$ cat src/rtl/seg7_pkg.sv
// seg7_pkg: shared definitions for the 7-segment capture path.
//   - SEG_* : active-low segment patterns (bit0 = a .. bit6 = g, 0 = lit),
//             also used by the display-driver side.
//   - CODE_BLANK / CODE_ERR : decoded codes for a dark digit / unknown pattern.
//   - cap_state_e : capture FSM states.
package seg7_pkg;

  localparam logic [6:0] SEG_0     = 7'b1000000;
  localparam logic [6:0] SEG_1     = 7'b1111001;
  localparam logic [6:0] SEG_2     = 7'b0100100;
  localparam logic [6:0] SEG_3     = 7'b0110000;
  localparam logic [6:0] SEG_4     = 7'b0011001;
  localparam logic [6:0] SEG_5     = 7'b0010010;
  localparam logic [6:0] SEG_6     = 7'b0000010;
  localparam logic [6:0] SEG_7     = 7'b1111000;
  localparam logic [6:0] SEG_8     = 7'b0000000;
  localparam logic [6:0] SEG_9     = 7'b0010000;
  localparam logic [6:0] SEG_BLANK = 7'h7F;
  localparam logic [6:0] SEG_ERR   = 7'b0000110;

  localparam logic [3:0] CODE_BLANK = 4'hF;
  localparam logic [3:0] CODE_ERR   = 4'hE;

  typedef enum logic [1:0] {
    SETTLE   = 2'd0,
    PRESENT  = 2'd1,
    WAIT_CHG = 2'd2
  } cap_state_e;

endpackage

$ cat src/rtl/seg7_digit_decode.sv
// seg7_digit_decode: combinational decode of one active-low 7-segment pattern.
//   i_pat  [6:0] : segment pattern (bit0 = a .. bit6 = g)
//   o_code [3:0] : 0-9, CODE_BLANK for all-dark, CODE_ERR for anything else
//   o_err        : 1 when the pattern is not a digit and not blank
module seg7_digit_decode
  import seg7_pkg::*;
(
  input  logic [6:0] i_pat,
  output logic [3:0] o_code,
  output logic       o_err
);

  // Pattern-to-code lookup; unknown patterns (including the 'E' glyph) flag an error.
  always_comb begin
    o_code = CODE_ERR;
    o_err  = 1'b1;
    case (i_pat)
      SEG_0:     begin o_code = 4'd0;       o_err = 1'b0; end
      SEG_1:     begin o_code = 4'd1;       o_err = 1'b0; end
      SEG_2:     begin o_code = 4'd2;       o_err = 1'b0; end
      SEG_3:     begin o_code = 4'd3;       o_err = 1'b0; end
      SEG_4:     begin o_code = 4'd4;       o_err = 1'b0; end
      SEG_5:     begin o_code = 4'd5;       o_err = 1'b0; end
      SEG_6:     begin o_code = 4'd6;       o_err = 1'b0; end
      SEG_7:     begin o_code = 4'd7;       o_err = 1'b0; end
      SEG_8:     begin o_code = 4'd8;       o_err = 1'b0; end
      SEG_9:     begin o_code = 4'd9;       o_err = 1'b0; end
      SEG_BLANK: begin o_code = CODE_BLANK; o_err = 1'b0; end
      default:   begin o_code = CODE_ERR;   o_err = 1'b1; end
    endcase
  end

endmodule

$ cat src/rtl/seg7_capture.sv
// seg7_capture: reads M active-low 7-segment digit buses, waits until they are
// stable for STABLE_CYCLES synced clocks, decodes them and offers the snapshot
// on a valid/ready handshake.
//   CLOCK_50               : clock, all state on rising edge
//   RESET                  : asynchronous active-high reset
//   SEG_IN     [N*M-1:0]   : digit d at [d*N +: N], asynchronous source
//   out_digits [4*M-1:0]   : decoded digit d at [d*4 +: 4]
//   out_err    [M-1:0]     : per-digit unknown-pattern flag
//   out_valid / out_ready  : snapshot handshake
//   snap_count [7:0]       : number of accepted snapshots (wraps)
module seg7_capture
  import seg7_pkg::*;
#(
  parameter int N             = 7,
  parameter int M             = 4,
  parameter int STABLE_CYCLES = 16
) (
  input  logic             CLOCK_50,
  input  logic             RESET,
  input  logic [N*M-1:0]   SEG_IN,
  output logic [4*M-1:0]   out_digits,
  output logic [M-1:0]     out_err,
  output logic             out_valid,
  input  logic             out_ready,
  output logic [7:0]       snap_count
);

  localparam int              CW       = $clog2(STABLE_CYCLES + 1);
  localparam logic [CW-1:0]   CNT_MAX  = CW'(STABLE_CYCLES);
  localparam logic [CW-1:0]   CNT_FIRE = CW'(STABLE_CYCLES - 1);

  logic [N*M-1:0] r_s1;
  logic [N*M-1:0] r_s2;
  logic [N*M-1:0] r_s2_prev;
  logic [N*M-1:0] r_last_pat;
  logic [1:0]     r_fill;
  logic [CW-1:0]  r_cnt;
  cap_state_e     r_state;
  logic [4*M-1:0] r_digits;
  logic [M-1:0]   r_err;
  logic           r_valid;
  logic [7:0]     r_snap_count;

  logic [4*M-1:0] w_code;
  logic [M-1:0]   w_err;
  logic           w_changed;
  logic           w_capture;
  logic           w_accept;
  cap_state_e     w_state_nxt;

  assign w_changed = (r_s2 != r_s2_prev);

  for (genvar d = 0; d < M; d++) begin : g_dec
    seg7_digit_decode u_dec (
      .i_pat  (r_s2[d*N +: N]),
      .o_code (w_code[d*4 +: 4]),
      .o_err  (w_err[d])
    );
  end

  // Two-flop synchroniser plus one-cycle history of s2 for change detection.
  always_ff @(posedge CLOCK_50 or posedge RESET) begin
    if (RESET) begin
      r_s1      <= {(N*M){1'b1}};
      r_s2      <= {(N*M){1'b1}};
      r_s2_prev <= {(N*M){1'b1}};
      r_fill    <= 2'b00;
    end else begin
      r_s1      <= SEG_IN;
      r_s2      <= r_s1;
      r_s2_prev <= r_s2;
      r_fill    <= {r_fill[0], 1'b1};
    end
  end

  // Stability counter. After reset, s2 holds reset values rather than real
  // samples until two edges have passed, so settling only starts from there.
  always_ff @(posedge CLOCK_50 or posedge RESET) begin
    if (RESET) begin
      r_cnt <= {CW{1'b0}};
    end else if (!r_fill[1] || w_changed) begin
      r_cnt <= {CW{1'b0}};
    end else if (r_cnt != CNT_MAX) begin
      r_cnt <= r_cnt + CW'(1);
    end else begin
      r_cnt <= r_cnt;
    end
  end

  // Capture FSM next-state logic.
  always_comb begin
    w_state_nxt = r_state;
    w_capture   = 1'b0;
    w_accept    = 1'b0;
    case (r_state)
      SETTLE: begin
        // >= rather than ==: a pattern that settled while a snapshot was still
        // pending leaves the counter saturated, and must still be captured.
        if (!w_changed && (r_cnt >= CNT_FIRE)) begin
          w_capture   = 1'b1;
          w_state_nxt = PRESENT;
        end else begin
          w_state_nxt = SETTLE;
        end
      end
      PRESENT: begin
        if (r_valid && out_ready) begin
          w_accept    = 1'b1;
          w_state_nxt = WAIT_CHG;
        end else begin
          w_state_nxt = PRESENT;
        end
      end
      WAIT_CHG: begin
        if (r_s2 != r_last_pat) begin
          w_state_nxt = SETTLE;
        end else begin
          w_state_nxt = WAIT_CHG;
        end
      end
      default: begin
        w_state_nxt = SETTLE;
      end
    endcase
  end

  // FSM state register.
  always_ff @(posedge CLOCK_50 or posedge RESET) begin
    if (RESET) begin
      r_state <= SETTLE;
    end else begin
      r_state <= w_state_nxt;
    end
  end

  // Snapshot registers: loaded on capture, held while presented, valid cleared on accept.
  always_ff @(posedge CLOCK_50 or posedge RESET) begin
    if (RESET) begin
      r_digits     <= {M{CODE_BLANK}};
      r_err        <= {M{1'b0}};
      r_valid      <= 1'b0;
      r_last_pat   <= {(N*M){1'b1}};
      r_snap_count <= 8'd0;
    end else if (w_capture) begin
      r_digits   <= w_code;
      r_err      <= w_err;
      r_valid    <= 1'b1;
      r_last_pat <= r_s2;
    end else if (w_accept) begin
      r_valid      <= 1'b0;
      r_snap_count <= r_snap_count + 8'd1;
    end else begin
      r_valid <= r_valid;
    end
  end

  assign out_digits = r_digits;
  assign out_err    = r_err;
  assign out_valid  = r_valid;
  assign snap_count = r_snap_count;

endmodule
$ cat config.mk
export PLATFORM = sky130hd
export DESIGN_NAME = seg7_capture
export DESIGN_NICKNAME = d
export VERILOG_FILES = /design/src/rtl/seg7_pkg.sv /design/src/rtl/seg7_digit_decode.sv /design/src/rtl/seg7_capture.sv
export SDC_FILE = /design/constraint.sdc
export NUM_CORES = 1
export LEC_CHECK = 0
export BUFFER_PORTS_ARGS = -buffer_cell sky130_fd_sc_hd__buf_2
export CORE_UTILIZATION = 54
export CTS_CLUSTER_DIAMETER = 200
export CTS_CLUSTER_SIZE = 40
export DETAILED_ROUTE_END_ITERATION = 12
export PLACE_DENSITY = 0.78
export SETUP_SLACK_MARGIN = 0.1
export SLEW_MARGIN = 10
export SYNTH_ARGS = -nofsm -noshare
export SYNTH_HDL_FRONTEND = slang
export SYNTH_HIERARCHICAL = 1
export SYNTH_SLANG_ARGS = --single-unit
$ cat constraint.sdc
create_clock -name CLOCK_50 -period 5.1 [get_ports CLOCK_50]
set_input_delay 1.02 -clock CLOCK_50 [delete_from_list [all_inputs] [get_ports CLOCK_50]]
set_output_delay 1.02 -clock CLOCK_50 [all_outputs]
set_load 0.01 [all_outputs]
==> impl_results.md, run 1 <==
- Hold Crit Endpoint: r_s2[25]
- R2R Path End: out_err[0]
- CTS tree: built
- # resized after CTS: 0
- Worst setup path category: reg2reg
- Initial antenna violation count: 0
- Status: finished, final reports clean
- CP Launch Type: flop
- Number of global-route vias before repair: 4010
- Synthesis Warnings: 6
- DRC: 0
- Most common cell in the netlist: dfstp_2
- DR vias: 3873
- Hold depth: 0
- Mapped Cells: 486
- Syn nets: between 500 and 600
- Total grt overflow: 0
- Post-CTS setup buffer count: 0
- Crit path required time: 5.41 ns
- Critical path peak fanout: 34
- GP Congestion: 0.824
- Number of diodes: 0
- Overall global routing resource usage: 20.0%
- Most common library cells after synthesis: dfstp_2 (128), mux2_4 (48), xnor2_1 (38)
- Nets: 588
- Boundary Pins: 60
- Met1 usage: 25.8%
- Max-Cap Viols: 0
- Reg clk slew, reported paths: 0.06 ns
- R2R Path Start: r_s2[3]
- VDD IR max: 0.000277 V
- Synth area leader: dfstp_2
- Path depth of the worst reg2reg path: 6
- Dominant synthesized flop cell: dfstp_2
- Power Total: 2.76 mW
- CTS H-tree depth: 4
- Fmax: 0.313 GHz
- Yosys top cell area share: 50.1%
- Die Y: 114 µm
- Via density: 5.28
- Hold Fails Final Rpt: 0
- Clock sinks: 150
- Worst relative slew slack: 25.1%
- Leak: 3.24 nW
- Final worst path period share: 62.6%
- Die Wd: between 100 and 150 µm
- Area growth from synthesis to layout: 15.0%
- HPWL Detailed: ~7.7 mm
- Sequential share of the synthesized area: between 50% and 60%
- Synth area leaders: dfstp_2 (50%), mux2_4 (11%), dfrtp_1 (8.2%)
- Final instance area: 7720 µm²
- M2 GR Usage: 32.1%
- PwrDens: 357 nW/µm²
- Post-route setup TNS: 0 ns
- Post-synth EDFFs: 0
- Worst Setup SP: r_s2[3]
- WL/cell: roughly 16 µm
- Clock skew: 0.00978 ns
- Antenna Nets Post-Route: 0
- Final min period: 3.19 ns
- Non-Filler Instances: ~730
- Longest Clk Path Bufs: 2
- Crit end category: flop
- GR Layer Usage met3: 4.41%
- GRT Max-Usage Layer: met2
- Final setup viols: 0
- Placed Area: 7080 µm²
- Worst Hold Launch: r_s1[25]
- Final Max Tran Viols: 0
- Mean Syn Cell Area: 13.8 µm²
- Dpl cells: 702
- Port Buffers: 59
- Core footprint: 12100 µm²
- 1st-iter DRT viols: ~180
- Clk root buf: clkbuf_16
- Global-route wire length before repair: 19.7 mm
- Largest net degree at the start of global routing: 121
- Seq cells post-synth: 150
- Initial cell density of the core: 55.7%
- RSZ-0062 raised after global routing: false
- Fillers: 886
- Worst-margin pin slew: 1.12 ns
- Skew-Pair Late Insertion Delay: 0.43 ns
- Total CTS buffers: 17
- # rows: 40
- Drt total wl: ~12 mm
- First-pass iteration count of the detailed router: 4
- Yosys cell types: 38
- Async SR Flop Fraction: 100%
- Synth Cell Area: 6720 µm²
- Die area: 12900 µm²
- CP Data Arrival Time: roughly 3.5 ns
- Post-CTS Hold Buffers: 0
- Share of post-route cells with drive strength above 1: 51.3%
- Hold crit path type: reg2reg
- R2r setup slk: ~1.9 ns
==> cells by family after synthesis <==
kind of cell             count (synthesis)  synth area share [%]
flip-flops                             150                  58.3
XOR/XNOR                                70                  9.13
AO/OA/AOI/OAI                           34                  4.27
other                                    1                0.0558
AND/OR/NAND/NOR                        154                  13.6
buffers and inverters                   24                  3.11
adder cells (fa/ha/maj)                  4                 0.745
multiplexers                            49                  10.9
==> worst max-delay path, cell delays in order (launching register included) <==
cell	delay (ns)
dfstp_2	0.68
xnor2_1	0.17
nand4_1	0.12
nor4_2	0.35
and4_2	1.06
buf_4	0.37
mux2_4	0.31
==> layer usage <==
metal / wire length (µm) / share of wire (%)
met1: 5330 / 45
met2: 5750 / 49
met3: 464 / 3.9
met4: 215 / 1.8
met5: 0 / 0
==> per-stage QoR <==
stage / hold WS [ns] / utilization [%] / setup WS, ns
after floorplan: 0.331 / - / 0.255
after global placement: 0.341 / 58.7 / 1.95
after detailed placement: 0.343 / 58.7 / 1.89
after CTS: 0.355 / 64.0 / 1.87
after global routing: 0.356 / 64.0 / 1.76
final: 0.350 / 64.0 / 1.91
==> worst max path at each step <==
| stage | endpoint | slack (ns) | cells after the start |
|---|---|---|---|
| detailed placement | out_err[0] | 1.89 | 6 |
| floorplan | out_err[0] | 0.26 | 1 |
| CTS | out_err[0] | 1.87 | 6 |
| finish | out_err[0] | 1.91 | 6 |
| global placement | out_err[0] | 1.95 | 6 |
| global route | out_err[2] | 1.76 | 6 |
==> flip-flops by register name, summed over array words and instances, names as in the netlist <==
name / count
snap_count: 8
r_s2_prev: 28
r_fill: 2
r_cnt: 5
out_digits: 16
r_s1: 28
r_last_pat: 28
out_err: 4
r_state: 2
r_s2: 28
out_valid: 1
==> report_power, final <==
part           leakage [nW]  switching (mW)  internal (mW)  total [mW]
sequential             1.64          0.0516           1.26        1.31
combinational          1.29          0.0622         0.0494       0.112
clock                 0.313           0.453          0.884        1.34
total                  3.24           0.567           2.19        2.76
==> cell usage in the layout (no fill, tap or decap), types with 5 or more instances in the layout <==
master | netlist | routed
dfstp_2 | 128 | 128
buf_2 | 0 | 59
mux2_4 | 48 | 48
xnor2_1 | 38 | 38
xor2_1 | 32 | 32
nand2_1 | 25 | 25
nor2_1 | 24 | 24
dfrtp_1 | 22 | 22
nor3_1 | 19 | 19
clkbuf_16 | 0 | 19
nand3_1 | 16 | 16
nand4_1 | 14 | 14
nor4_1 | 11 | 11
o21ai_1 | 9 | 9
inv_1 | 10 | 9
a21oi_1 | 9 | 9
and3_1 | 6 | 6
nand4_2 | 5 | 5
and3b_1 | 5 | 5
nand4b_1 | 5 | 5
nor3b_1 | 5 | 5
==> cell type report <==
class | count | area (µm²) | share of cell area, %
Sequential cell | 150 | 3910 | 50.7
Clock buffer | 23 | 500 | 6.48
Multi-Input combinational cell | 312 | 2600 | 33.6
Clock inverter | 8 | 143 | 1.85
Timing Repair Buffer | 62 | 318 | 4.11
Inverter | 10 | 42.5 | 0.551
Tap cell | 168 | 210 | 2.72
No activity file was read; power rests on OpenSTA's default activity.
==> run 2, diff against run 1 <==
Settings changed: ABC_AREA from default to 1.
Clock period 5.1 ns to 2.9 ns, I/O delays scaled along.
==> run 2 against run 1 <==
Critical path depth increased by 4. Sequential cell count unchanged. Combinational power increased by 110%. Clock power increased by 74%. Die area increased by 5.7%. Register-to-register slack got worse by 1.6 ns. First-iteration DRC count increased by 95%. Clock skew decreased by 0.0028 ns. Hold slack got worse by 0.097 ns. Via count increased by 42%. Cell count increased by 52%.
==> impl_results.md, run 2 <==
- Non-Filler Instances: 1114 (was 733)
- Total CTS buffers: 17 (unchanged)
- Dpl cells: 1081 (was 702)
- Synth area leader: dfstp_2 (unchanged)
- DRC: 0 (unchanged)
- Path depth of the worst reg2reg path: 10 (was 6)
- First-pass iteration count of the detailed router: 5 (was 4)
- Synthesis Warnings: 6 (unchanged)
- RSZ-0062 raised after global routing: false (unchanged)
- Mean Syn Cell Area: 8.26 µm² (was 13.8 µm²)
- Number of global-route vias before repair: 5146 (was 4010)
- Hold crit path type: in2reg (was reg2reg)
- Final setup viols: 0 (unchanged)
- HPWL Detailed: 9.19 mm (was 7.66 mm)
- 1st-iter DRT viols: 357 (was 183)
- Worst Hold Launch: SEG_IN[13] (was r_s1[25])
- Hold Fails Final Rpt: 0 (unchanged)
- CTS tree: built (unchanged)
- Leak: 4.10 nW (was 3.24 nW)
- Die area: 13600 µm² (was 12900 µm²)
- R2R Path Start: r_cnt[0] (was r_s2[3])
- Reg clk slew, reported paths: 0.06 ns (about the same)
- Yosys cell types: 29 (was 38)
- CP Launch Type: flop (unchanged)
- CTS H-tree depth: 4 (unchanged)
- Async SR Flop Fraction: 100% (unchanged)
- Area growth from synthesis to layout: 15.9% (was 15.0%)
- Fmax: 0.388 GHz (was 0.313 GHz)
- Most common cell after layout, fill and taps aside: nand2_1 (was dfstp_2)
- Share of post-route cells with drive strength above 1: 30.1% (was 51.3%)
- Antenna Nets Post-Route: 0 (unchanged)
- Most common library cells after synthesis: nand2_1 (298), dfstp_2 (128), inv_1 (103) (was dfstp_2 (128), mux2_4 (48), xnor2_1 (38))
- Final Max Tran Viols: 0 (unchanged)
- Syn nets: 896 (was 521)
- Status: finished, final reports clean (unchanged)
- Clock skew: 0.00698 ns (was 0.00978 ns)
- Most frequent cells in the layout: nand2_1 (298), dfstp_2 (128), inv_1 (102), nor2_1 (80), nand3_1 (68) (was dfstp_2 (128), buf_2 (59), mux2_4 (48), xnor2_1 (38), xor2_1 (32))
- Dominant synthesized flop cell: dfstp_2 (unchanged)
- Total grt overflow: 0 (unchanged)
- Number of diodes: 0 (unchanged)
- VDD IR max: 0.000435 V (was 0.000277 V)
- Worst setup path category: reg2reg (unchanged)
- Port Buffers: 59 (unchanged)
- Worst-margin pin slew: 1.13 ns (was 1.12 ns)
- R2R Path End: r_last_pat[19] (was out_err[0])
- Drt total wl: 14.2 mm (was 11.8 mm)
- Skew-Pair Late Insertion Delay: 0.42 ns (was 0.43 ns)
- Final worst path period share: 88.8% (was 62.6%)
- PwrDens: 588 nW/µm² (was 357 nW/µm²)
- Via density: 4.93 (was 5.28)
- DR vias: 5495 (was 3873)
- R2r setup slk: 0.32 ns (was 1.91 ns)
- Post-synth EDFFs: 0 (unchanged)
- # resized after CTS: 0 (unchanged)
- Max-Cap Viols: 0 (unchanged)
- Overall global routing resource usage: 22.9% (was 20.0%)
- # rows: 41 (was 40)
- Nets: 964 (was 588)
- Hold depth: 1 (was 0)
- Global-route wire length before repair: 23.6 mm (was 19.7 mm)
- Core footprint: 12700 µm² (was 12100 µm²)
- Largest net degree at the start of global routing: 151 (was 121)
- Die Y: 117 µm (was 114 µm)
- Crit end category: flop (unchanged)
- Final core occ: 64.8% (was 64.0%)
- Mapped Cells: 861 (was 486)
- Fillers: 1072 (was 886)
- Hold Crit Endpoint: r_s1[13] (was r_s2[25])
- Boundary Pins: 60 (unchanged)
- Initial antenna violation count: 0 (unchanged)
- Synth Cell Area: 7110 µm² (was 6720 µm²)
- WL/cell: 12.8 µm (was 16.0 µm)
- GP Congestion: 0.906 (was 0.824)
- Synth area leaders: dfstp_2 (47%), nand2_1 (16%), dfrtp_1 (7.7%) (was dfstp_2 (50%), mux2_4 (11%), dfrtp_1 (8.2%))
- Crit path required time: 3.25 ns (was 5.41 ns)
- Sequential share of the synthesized area: 55.1% (was 58.3%)
- Yosys top cell area share: 47.3% (was 50.1%)
- Seq cells post-synth: 150 (unchanged)
- Most common cell in the netlist: nand2_1 (was dfstp_2)
- Critical path peak fanout: 50 (was 34)
- CP Data Arrival Time: 2.93 ns (was 3.50 ns)
- Longest Clk Path Bufs: 2 (unchanged)
- Power Total: 4.85 mW (was 2.76 mW)
- Post-CTS Hold Buffers: 0 (unchanged)
- Clk root buf: clkbuf_16 (unchanged)
- Clock sinks: 150 (unchanged)
- Worst relative slew slack: 24.8% (was 25.1%)
- Post-CTS setup buffer count: 0 (unchanged)
- Post-route setup TNS: 0 ns (unchanged)
- Final min period: 2.58 ns (was 3.19 ns)
- Die Wd: 117 µm (was 114 µm)
- Initial cell density of the core: 55.9% (was 55.7%)
## run 2: cell types whose count changed after synthesis, sizes merged, moves of 13 or more
cell,change
xnor2,-23
nand2,+289
nand3,+57
nor3,-13
inv,+102
nor2,+82
xor2,-22
mux2,-48
## run 2: final cells by class
class                      instances  area (µm²)  area share, %
clock buffer                      24         492           5.97
timing repair buffer              63         338           4.10
multi-input combinational        584        2710           32.9
tap                              172         215           2.61
inverter                         113         428           5.19
sequential                       150        3910           47.5
clock inverter                     8         145           1.76
## run 2: worst max-delay path, stage by stage, from the launching register on
cell	delay [ns]
dfrtp_1	0.39
ha_1	0.21
inv_1	0.08
nor3_1	0.05
ha_1	0.17
nor3_1	0.49
nor2_4	0.28
nand3_2	0.14
buf_4	0.45
nand2_1	0.13
nand2_1	0.11
## run 2: per-layer routing
metal  up-vias  track usage (%)  share of wire (%)
met5         -                0                  0
met4         0             7.51                1.1
met3        14             6.85                4.1
met2       125             38.7                 51
met1      2587             28.0                 44
li1       2769                -                  -
## run 2: metrics by stage
stage	setup slack [ns]	hold slack [ns]	cell area, µm²
2_1_floorplan	0.536	0.331	7110
3_3_place_gp	0.362	0.331	7600
3_5_place_dp	0.298	0.335	7600
4_1_cts	0.277	0.239	8230
5_1_grt	0.172	0.226	8240
6_report	0.324	0.254	8240
## run 2: cell families (layout without fill, tap and decap cells)
family,count (synthesis),count (layout),share of synthesized area (%)
flops,150,150,55.1
simple gates,521,522,31.5
compound gates,32,32,2.52
other cells,1,1,0.0528
xor+xnor,25,25,3.08
buf+inv,128,208,7.11
fa+ha+maj,4,4,0.704
## run 2: power breakdown
part	total (mW)	switching, mW	internal [mW]
combinational	0.232	0.148	0.0841
sequential	2.29	0.0768	2.21
clock	2.33	0.802	1.53
total	4.85	1.03	3.82
## run 2: worst max-delay path by stage
stage	start	cells past startpoint	to	slack, ns
after detailed placement	r_cnt[1]	10	out_err[1]	0.30
after global placement	r_cnt[0]	10	out_err[0]	0.36
final	r_cnt[0]	10	r_last_pat[19]	0.32
after floorplan	RESET	1	out_err[0]	0.54
after CTS	r_cnt[1]	10	out_err[1]	0.28
after global routing	r_cnt[0]	10	out_digits[6]	0.17
==> run 3, diff against run 2 <==
Settings changed: CORE_UTILIZATION 54 to 60, PLACE_DENSITY 0.78 to 0.82.
Clock period 2.9 ns to 2.7 ns, I/O delays scaled along.
==> run 3 against run 2 <==
Hold slack worse by 0.053 ns. Register-to-register slack better by 0.18 ns. Total power is 10% higher. Largest cell class unchanged. Fmax is 17% higher. Non-clock buffer count is 1 higher. Setup slack better by 0.18 ns. Clock-buffer cell count is 6 lower. Utilization is 7.1 points higher. First-iteration DRC count is 15% higher.
==> impl_results.md, run 3 (same netlist as run 2, synthesis figures left out) <==
- Largest net degree at the start of global routing: 151 (unchanged)
- Worst relative slew slack: 48.5% (was 24.8%)
- Final instance area: 8240 µm² (unchanged)
- Fmax: 0.455 GHz (was 0.388 GHz)
- Critical path peak fanout: 25 (was 50)
- Final min period: 2.20 ns (was 2.58 ns)
- Comb pwr share: 4.6% (was 4.8%)
- Placed Area: 7580 µm² (was 7600 µm²)
- Crit end category: flop (unchanged)
- Sequential Power Share: 46.0% (was 47.1%)
- CTS H-tree depth: 4 (unchanged)
- RSZ-0062 raised after global routing: false (unchanged)
- R2R Path Start: r_cnt[1] (was r_cnt[0])
- Initial cell density of the core: 62.0% (was 55.9%)
- Area growth from synthesis to layout: 15.9% (unchanged)
- Drt total wl: 13.8 mm (was 14.2 mm)
- Number of diodes: 0 (unchanged)
- Worst setup path category: reg2reg (unchanged)
- Clock sinks: 150 (unchanged)
- Crit-path max cell delay: 0.50 ns (was 0.49 ns)
- VDD IR max: 0.000684 V (was 0.000435 V)
- Cells along the critical path: ha_1, inv_1, nor3_1, ha_1, nor3_1, nor2_4, buf_4, nand3_1, nand2_1 (was ha_1, inv_1, nor3_1, ha_1, nor3_1, nor2_4, nand3_2, buf_4, nand2_1, nand2_1)
- R2R Path End: r_last_pat[3] (was r_last_pat[19])
- Final setup viols: 0 (unchanged)
- Die Wd: 111 µm (was 117 µm)
- Longest Clk Path Bufs: 2 (unchanged)
- PwrDens: 647 nW/µm² (was 588 nW/µm²)
- Number of global-route vias before repair: 5155 (was 5146)
- CTS tree: built (unchanged)
- CP Data Arrival Time: 2.57 ns (was 2.93 ns)
- Slowest cell on crit path: nor2_4 (was nor3_1)
- Status: finished, final reports clean (unchanged)
- Net Switching: 1.19 mW (was 1.03 mW)
- Final Max Tran Viols: 0 (unchanged)
- Global-route wire length before repair: 23.5 mm (was 23.6 mm)
- Total grt overflow: 0 (unchanged)
- Path depth of the worst reg2reg path: 9 (was 10)
- Hold Crit Endpoint: r_s1[1] (was r_s1[13])
- Die area: 12300 µm² (was 13600 µm²)
- Clk root buf: clkbuf_16 (unchanged)
- 1st-iter DRT viols: 412 (was 357)
- Boundary Pins: 60 (unchanged)
- GP Congestion: 0.908 (was 0.906)
- Leak: 4.12 nW (was 4.10 nW)
- Initial antenna violation count: 0 (unchanged)
- Reg clk slew, reported paths: 0.06 ns (about the same)
- Hold depth: 1 (unchanged)
- Worst Hold Launch: SEG_IN[1] (was SEG_IN[13])
- DRC: 0 (unchanged)
- WL/cell: 12.8 µm (about the same)
- Post-route setup TNS: 0 ns (unchanged)
- Port Buffers: 59 (unchanged)
- Hold crit path type: in2reg (unchanged)
- Crit path required time: 3.07 ns (was 3.25 ns)
- Share of post-route cells with drive strength above 1: 30.5% (was 30.1%)
- Skew-Pair Late Insertion Delay: 0.43 ns (was 0.42 ns)
- R2r setup slk: 0.50 ns (was 0.32 ns)
- Die Y: 111 µm (was 117 µm)
- Switching part of the total power: 22.4% (was 21.2%)
- # rows: 39 (was 41)
- # resized after CTS: 0 (unchanged)
- Most frequent cells in the layout: nand2_1 (298), dfstp_2 (128), inv_1 (102), nor2_1 (80), nand3_1 (68) (unchanged)
- HPWL Detailed: 8.95 mm (was 9.19 mm)
- Nets: 964 (unchanged)
- Overall global routing resource usage: 24.4% (was 22.9%)
- Max-Cap Viols: 0 (unchanged)
- Most common cell after layout, fill and taps aside: nand2_1 (unchanged)
- Post-CTS Hold Buffers: 0 (unchanged)
- Final worst path period share: 81.4% (was 88.8%)
- Worst-margin pin slew: 0.772 ns (was 1.13 ns)
- Antenna Nets Post-Route: 0 (unchanged)
- Via density: 5.06 (was 4.93)
- Core footprint: 11500 µm² (was 12700 µm²)
- Pint: 4.14 mW (was 3.82 mW)
- Clock skew: 0.00691 ns (was 0.00698 ns)
- Hold Fails Final Rpt: 0 (unchanged)
- DR vias: 5491 (was 5495)
- Total CTS buffers: 17 (unchanged)
- First-pass iteration count of the detailed router: 5 (unchanged)
- CP Launch Type: flop (unchanged)
- Post-CTS setup buffer count: 0 (unchanged)
- Clk pwr share: 49.3% (was 48.1%)
run 3: cell count changes in the layout (fill, tap and decap cells not counted):
cell / previous run / this run
inv_6: 0 / 4
clkinv_4: 0 / 2
bufinv_16: 4 / 5
clkbuf_1: 3 / 0
clkbuf_8: 4 / 1
nor2_2: 26 / 25
clkinvlp_4: 3 / 2
buf_12: 1 / 2
run 3: routing by layer:
| layer | global-route usage [%] | vias up | wire (µm) |
|---|---|---|---|
| met5 | 0 | - | 0 |
| met3 | 7.38 | 22 | 700 |
| met1 | 31.0 | 2558 | 6090 |
| met4 | 9.87 | 0 | 214 |
| met2 | 39.2 | 146 | 6840 |
| li1 | - | 2765 | - |
run 3: per-stage QoR:
| stage | std cells | utilization, % | hold WS (ns) | setup WS [ns] | power, mW |
|---|---|---|---|---|---|
| finish | 1085 | 71.8 | 0.201 | 0.502 | 5.33 |
| global route | 1085 | 71.8 | 0.181 | 0.338 | 5.52 |
| CTS | 1085 | 71.8 | 0.184 | 0.472 | 5.38 |
| detailed placement | 1053 | 66.1 | 0.336 | 0.535 | 2.73 |
| global placement | 1053 | 66.1 | 0.332 | 0.588 | 2.72 |
| floorplan | 861 | - | 0.331 | 0.376 | 2.64 |
run 3: area by class of cell:
cell class	count	area, µm²
multi-input cells	583	2700
clock inverters	14	220
inverters	113	428
well taps	143	179
flip-flops and latches	150	3910
fillers	862	3230
repair buffers	64	358
clock buffers	18	439
run 3: worst max-delay path, delay by kind of cell (launching register included):
| family | cells | cell delay (ns) |
|---|---|---|
| DFF | 1 | 0.38 |
| and+or+nand+nor | 5 | 0.93 |
| adders and majority gates | 2 | 0.34 |
| buffers and inverters | 2 | 0.47 |
run 3: how the worst max path moves through the flow:
| stage | slack [ns] | start | depth (start not counted) | endpoint |
|---|---|---|---|---|
| 6_report | 0.50 | r_cnt[1] | 9 | r_last_pat[3] |
| 2_1_floorplan | 0.38 | RESET | 1 | out_err[0] |
| 3_3_place_gp | 0.59 | r_cnt[0] | 10 | out_err[1] |
| 4_1_cts | 0.47 | r_cnt[0] | 10 | out_digits[1] |
| 3_5_place_dp | 0.54 | r_cnt[0] | 10 | r_last_pat[3] |
| 5_1_grt | 0.34 | r_cnt[1] | 9 | r_last_pat[6] |
run 3: power groups by stage:
stage / Sequential (mW) / Combinational [mW] / Clock [mW]
after global routing: 2.46 / 0.288 / 2.77
final: 2.45 / 0.247 / 2.63
after global placement: 2.48 / 0.242 / 0
after floorplan: 2.46 / 0.184 / 0
after CTS: 2.45 / 0.250 / 2.68
after detailed placement: 2.49 / 0.246 / 0
